`src/rtl/io_ctrl_pkg.sv`:
```
// Shared definitions for the SPI-mapped I/O and RF front-end control block:
// register addresses, RF mode encoding and the RF pin bundle.
package io_ctrl_pkg;

  localparam logic [4:0] IOC_VERSION = 5'h00;
  localparam logic [4:0] IOC_LED     = 5'h01;
  localparam logic [4:0] IOC_PMOD    = 5'h02;
  localparam logic [4:0] IOC_STATUS  = 5'h03;
  localparam logic [4:0] IOC_RF_MODE = 5'h04;

  localparam logic [7:0] DEFAULT_VERSION = 8'h01;

  typedef enum logic [2:0] {
    RF_LOW_PWR    = 3'd0,
    RF_BYPASS     = 3'd1,
    RF_RX_LOWPASS = 3'd2,
    RF_RX_HIPASS  = 3'd3,
    RF_TX_LOWPASS = 3'd4,
    RF_TX_HIPASS  = 3'd5
  } rf_mode_e;

  typedef struct packed {
    logic rx_h_tx_l;
    logic tr_vc1;
    logic tr_vc2;
    logic shdn_rx_lna;
    logic shdn_tx_lna;
    logic mixer_en;
  } rf_pins_t;

  localparam rf_pins_t RF_PINS_LOW_PWR = 6'b111110;

endpackage

```
`src/rtl/rf_mode_decode.sv`:
```
// Combinational RF mode -> pin map; zero latency, no flow control.
// Unassigned encodings fall back to the low-power pin set.
module rf_mode_decode
  import io_ctrl_pkg::*;
(
  input  logic [2:0] mode,
  output rf_pins_t   pins
);

  always_comb begin
    pins = RF_PINS_LOW_PWR;
    case (rf_mode_e'(mode))
      RF_LOW_PWR:    pins = RF_PINS_LOW_PWR;
      RF_BYPASS:     pins = 6'b101110;
      RF_RX_LOWPASS: pins = 6'b110010;
      RF_RX_HIPASS:  pins = 6'b100011;
      RF_TX_LOWPASS: pins = 6'b010100;
      RF_TX_HIPASS:  pins = 6'b000101;
      default:       pins = RF_PINS_LOW_PWR;
    endcase
  end

endmodule

```
`src/rtl/rf_io_ctrl.sv`:
```
// Register-mapped LED/PMOD/RF switch control; writes land in one cycle, reads
// return one cycle after the fetch strobe; strobes are single-cycle, no stalls.
module rf_io_ctrl
  import io_ctrl_pkg::*;
#(
  parameter logic [7:0] VERSION = DEFAULT_VERSION
) (
  input  logic       i_sys_clk,
  input  logic       i_rst_b,
  input  logic [4:0] i_ioc,
  input  logic [7:0] i_data_in,
  output logic [7:0] o_data_out,
  input  logic       i_cs,
  input  logic       i_fetch_cmd,
  input  logic       i_load_cmd,
  input  logic       i_button,
  input  logic [3:0] i_config,
  output logic       o_led0,
  output logic       o_led1,
  output logic [7:0] o_pmod,
  output logic       o_mixer_fm,
  output logic       o_mixer_en,
  output logic       o_rx_h_tx_l,
  output logic       o_rx_h_tx_l_b,
  output logic       o_tr_vc1,
  output logic       o_tr_vc1_b,
  output logic       o_tr_vc2,
  output logic       o_shdn_rx_lna,
  output logic       o_shdn_tx_lna
);

  logic       wr_en;
  logic       rd_en;
  logic [1:0] led_reg;
  logic [7:0] pmod_reg;
  logic [7:0] rf_mode_reg;
  logic [7:0] rf_mode_nxt;
  logic [7:0] rd_mux;
  logic [7:0] data_out_reg;
  logic       button_meta;
  logic       button_sync;
  logic [3:0] config_meta;
  logic [3:0] config_sync;
  rf_pins_t   rf_pins_nxt;
  rf_pins_t   rf_pins_q;
  logic       rx_h_tx_l_b_q;
  logic       tr_vc1_b_q;

  assign wr_en = i_cs && i_load_cmd;
  assign rd_en = i_cs && i_fetch_cmd;

  // Decode the value about to be stored so pins move on the same edge as the register.
  assign rf_mode_nxt = (wr_en && (i_ioc == IOC_RF_MODE)) ? i_data_in : rf_mode_reg;

  rf_mode_decode u_rf_mode_decode (
    .mode (rf_mode_nxt[2:0]),
    .pins (rf_pins_nxt)
  );

  always_comb begin
    rd_mux = 8'h00;
    case (i_ioc)
      IOC_VERSION: rd_mux = VERSION;
      IOC_LED:     rd_mux = {6'b0, led_reg};
      IOC_PMOD:    rd_mux = pmod_reg;
      IOC_STATUS:  rd_mux = {3'b0, button_sync, config_sync};
      IOC_RF_MODE: rd_mux = rf_mode_reg;
      default:     rd_mux = 8'h00;
    endcase
  end

  always_ff @(posedge i_sys_clk or negedge i_rst_b) begin
    if (!i_rst_b) begin
      led_reg       <= 2'b00;
      pmod_reg      <= 8'h00;
      rf_mode_reg   <= 8'h00;
      data_out_reg  <= 8'h00;
      button_meta   <= 1'b0;
      button_sync   <= 1'b0;
      config_meta   <= 4'h0;
      config_sync   <= 4'h0;
      rf_pins_q     <= RF_PINS_LOW_PWR;
      rx_h_tx_l_b_q <= 1'b0;
      tr_vc1_b_q    <= 1'b0;
    end else begin
      button_meta <= i_button;
      button_sync <= button_meta;
      config_meta <= i_config;
      config_sync <= config_meta;

      if (wr_en) begin
        case (i_ioc)
          IOC_LED:  led_reg  <= i_data_in[1:0];
          IOC_PMOD: pmod_reg <= i_data_in;
          default:  ;
        endcase
      end
      rf_mode_reg   <= rf_mode_nxt;
      rf_pins_q     <= rf_pins_nxt;
      rx_h_tx_l_b_q <= ~rf_pins_nxt.rx_h_tx_l;
      tr_vc1_b_q    <= ~rf_pins_nxt.tr_vc1;

      // Mux reads pre-edge register state, so a same-cycle write returns the old value.
      if (rd_en) data_out_reg <= rd_mux;
    end
  end

  assign o_data_out    = data_out_reg;
  assign o_led0        = led_reg[0];
  assign o_led1        = led_reg[1];
  assign o_pmod        = pmod_reg;
  assign o_mixer_fm    = rf_mode_reg[7];
  assign o_mixer_en    = rf_pins_q.mixer_en;
  assign o_rx_h_tx_l   = rf_pins_q.rx_h_tx_l;
  assign o_rx_h_tx_l_b = rx_h_tx_l_b_q;
  assign o_tr_vc1      = rf_pins_q.tr_vc1;
  assign o_tr_vc1_b    = tr_vc1_b_q;
  assign o_tr_vc2      = rf_pins_q.tr_vc2;
  assign o_shdn_rx_lna = rf_pins_q.shdn_rx_lna;
  assign o_shdn_tx_lna = rf_pins_q.shdn_tx_lna;

endmodule

```
`config.mk`:
```
export PLATFORM = sky130hd
export DESIGN_NAME = rf_io_ctrl
export DESIGN_NICKNAME = d
export VERILOG_FILES = /design/src/rtl/io_ctrl_pkg.sv /design/src/rtl/rf_mode_decode.sv /design/src/rtl/rf_io_ctrl.sv
export SDC_FILE = /design/constraint.sdc
export NUM_CORES = 1
export LEC_CHECK = 0
export CAP_MARGIN = 10
export CORE_AREA = 3 3 69 71
export CTS_CLUSTER_DIAMETER = 120
export DETAILED_ROUTE_END_ITERATION = 8
export DIE_AREA = 0 0 72 74
export GPL_TIMING_DRIVEN = 0
export PLACE_DENSITY = 0.8
export SKIP_CTS_REPAIR_TIMING = 1
export SLEW_MARGIN = 5
export SYNTH_ARGS = -nofsm -noshare
export SYNTH_HDL_FRONTEND = slang
export SYNTH_HIERARCHICAL = 1
export SYNTH_SLANG_ARGS = --single-unit
```
`constraint.sdc`:
```
create_clock -name i_sys_clk -period 1.1 [get_ports i_sys_clk]
set_input_delay 0.165 -clock i_sys_clk [delete_from_list [all_inputs] [get_ports i_sys_clk]]
set_output_delay 0.165 -clock i_sys_clk [all_outputs]
set_load 0.05 [all_outputs]
```
* Yosys cells after proc, flatten, opt, wreduce, memory -nomap -nowiden
Index checks and enable logic that the tools add are counted.
Word-level totals: register bits after elaboration 44, logic and storage cells 37, bits of input ports 23, output and inout bits 27
Cells by class: equal/unequal tests 9, muxes and demuxes 3, bitwise operators 2, reductions and logical operators 6
Operators by type and width (count):
- 8-bit one-hot mux with 5 select lines | 1
- 6-bit one-hot mux with 5 select lines | 1
- 5-bit by 2-bit equality test with 1-bit output, second input constant | 2
- 3-bit by 2-bit equality test with 1-bit output, second input constant | 2
- 3-bit equality test, second input constant | 2
- 5-bit by 1-bit equality test with 1-bit output, second input constant | 1
- 5-bit by 3-bit equality test with 1-bit output, second input constant | 1
- 5-bit zero test | 1
- 2-bit AND reduction | 2
- 3-bit by 1-bit equality test with 1-bit output, second input constant | 1
- 1-bit logical AND | 3
- 3-bit 2-to-1 mux | 1
- 1-bit inverter | 2

* Depth between registers and ports, before layout
depth in word-level cells 6, mapped depth 7, mapped depth without buffers 6

* By module
Netlist, hierarchy kept.
Modules (own cells, without submodules):
- rf_io_ctrl | instances 1, seq. area each 1107.3 sq um, area each 1687.9 sq um, cells an instance 115
- rf_mode_decode | instances 1, seq. area each 0.0 sq um, area each 46.3 sq um, cells an instance 7

* Least setup slack after synthesis
No wires, ideal clock.
path type input port to flip-flop, from in i_ioc[1], to reg rx_h_tx_l_b_q, in the netlist o_rx_h_tx_l_b, data arrival time 1.869 ns, data required time 1.038 ns, stages 7, path slack -0.831 ns, setup time 0.062 ns, buffers on the path 2, cells stage by stage buf_4 -> or3b_4 -> nor3_4 -> mux2_2 -> or2b_1 -> buf_4 -> inv_1
RTL lines:
- from (decl) | line rf_io_ctrl.sv:10 | input logic [4:0] i_ioc,
- to (signal assigned) | line rf_io_ctrl.sv:100 | rx_h_tx_l_b_q <= ~rf_pins_nxt.rx_h_tx_l;
- to (decl) | line rf_io_ctrl.sv:46 | logic rx_h_tx_l_b_q;

==> out/results.ini <==
[synth]
synth.distinct_cells = 30
ys_warn_count = 6
synthTopCellsByArea = dfrtp_1 56%, mux2_2 14%, dfstp_2 7.6%
synthCells = 122
netlist_area_mm2 = 0.00173
yosysTopAreaCell = dfrtp_1
synth_top_area_share = 0.563
synth_nets = 145
synth_seq_cells = 44
postSynthAreaPerCell_um2 = 14.2
synth_seq_area_share = 0.639

[die]
core-area_mm2 = 0.00429
dieArea_mm2 = 0.00533
die_w_um = 72
rows = 24
fp.dieH_um = 74
io_pins = 50
start_util = 0.404

[power]
p_per_area_mw_per_mm2 = 1490
vdd_drop_max_mv = 0.758
p_leak_nw = 1.24

[timing]
fin_ws_ps = -462
fin_worst_skew_ps = 6.25
fmax_ghz = 0.640
rsz0062_at_grt = yes
min_period_ps = 1560
setup_viol = 36
worst_slew_pin_slew_ps = 407
max_slew_margin = 0.728
drv_slew = 0
hold_viol_final = 0
min_period_over_period = 1.42

[critical_path]
crit_arrival_ps = 1810
end_kind = flip-flop
worst_setup_path_start_kind = input pin
path_class = in -> reg
crit_fanout = 5
critPathRequiredTime_ps = 1340

[cells_and_area]
syn2layout_area_growth_pct = 53.4
drive_gt1_frac = 0.552
seqCellArea_mm2 = 0.00112
diodes = 0
final_nets = 216
fillers = 321
multi_input_area_um2 = 693
fin_util = 0.619
final_cell_mix = 32 x dfrtp_1, 22 x buf_4, 14 x mux2_4, 14 x clkdlybuf4s50_1, 10 x buf_6
final_common_cell = dfrtp_1

[cts]
htreeDepth = 2
cts.path.max_buffers = 2
cts_buffers = 5
cts_tree = built
clkLatencyLatePin_ps = 290
clock-sinks = 44
clk_transition_reported_paths_ps = 90
cts_root_buf = clkbuf_8

[detailed_routing]
top_layer = met4
wl_met2_mm = 2.17
num_vias = 1300
drc_errors = 0
vias_per_cell = 5.28
met3_length_um = 303
drtIter0Drc = 114
routed_wl_mm = 4.28
drtPass1Iterations = 4
postRouteAntennaNets = 0
drt-met1-wl_mm = 1.71
post_drt_wl_per_cell_um = 17.4

[outcome]
violations = setup timing
status = complete, but fails checks

[job]
maxCapViolations = 0

[global_routing]
grt_overflow = 0
grt_pass1_wl_mm = 6.15
grt_max_degree = 33
grt_use_total = 0.153
grt_pass1_vias = 1261
grt_antenna_before_repair = 0

[placement]
dpl.hpwl_mm = 2.82
dp_slack_ps = -1370
gp_congestion = 0.772
port-buffer-count = 47

[hold_path]
hp-class = in -> reg

==> Yosys cell counts (all sizes together) <==
cell and n:
inv 4, dfrtp 39, dfstp 5, o22ai 2, o21ai 4, nand2b 1
nor3 6, clkbuf 1, nor4b 1, nor4 2, nor2b 2, nor3b 1
mux2i 2, or3b 1, mux2 21, or2 1, nor2 1, buf 4
nand2 8, xnor2 1, a32oi 3, a221o 5, or2b 2, and2 3
or4b 1, nand4 1
==> logic make-up (layout without fill, tap and decap cells) <==
group                     count (synthesis)  in the layout  synth area share
xor gates and xnor gates                  1              1           0.00505
buffers and inverters                     9             81            0.0267
muxes                                    23             23             0.148
AOI/OAI and AO/OA                        14             14            0.0628
DFF                                      44             44             0.639
and+or+nand+nor                          31             31             0.119
==> final timing paths <==
| kind | from | endpoint | slack (ps) | depth (start not counted) |
|---|---|---|---|---|
| max | i_ioc[1] | o_rx_h_tx_l_b$_DFF_PN0_ | -460 | 8 |
| min | i_ioc[2] | o_data_out[2]$_DFFE_PN0P_ | 280 | 4 |
| max reg2reg | rf_mode_reg[1]$_DFF_PN0_ | o_rx_h_tx_l_b$_DFF_PN0_ | -80 | 4 |
| min reg2reg | config_meta[2]$_DFF_PN0_ | config_sync[2]$_DFF_PN0_ | 350 | 0 |
| max in group asynchronous | i_rst_b | o_rx_h_tx_l$_DFF_PN1_ | 270 | 3 |
| min in group asynchronous | i_rst_b | o_data_out[5]$_DFFE_PN0P_ | 300 | 2 |
==> cell type report <==
type,count,share of cell area
tap,52,0.0245
clock inverter,3,0.00894
inverter,4,0.00564
timing repair buffer,64,0.229
clock buffer,5,0.0259
multi-input combinational,69,0.261
sequential,44,0.420
buffer,5,0.0263
==> per-stage QoR <==
stage | setup TNS [ps] | instance area [um^2] | power, mW | hold slack (ps) | cells
after floorplan | -12390 | 1810 | 2.52 | -131 | 122
after global placement | -88460 | 2350 | 2.87 | 333 | 221
after detailed placement | -41030 | 2360 | 2.91 | 78.7 | 222
after CTS | -39450 | 2450 | 3.92 | -244 | 230
after global routing | -7100 | 2660 | 4.15 | 298 | 246
final | -6680 | 2660 | 3.97 | 278 | 246
==> critical path, stage by stage <==
cell and delay [ps]:
buf_12 100, or3b_4 400, nor3_4 220, buf_6 150
mux2_4 330, or2b_1 270, buf_6 130, inv_2 30
==> power by group <==
part           internal [mW]  leakage (nW)  switching, mW  total (mW)
logic                  0.469         0.650          0.609        1.08
registers               1.80         0.550          0.106        1.90
clock network          0.449        0.0404          0.542       0.991
total                   2.72          1.24           1.26        3.97
==> metal layers <==
layer,up-vias,global-route usage
li1,576,-
met2,58,0.253
met5,-,0
met1,658,0.189
met3,8,0.0392
met4,0,0.0710
(Power assumes the default switching activity.)
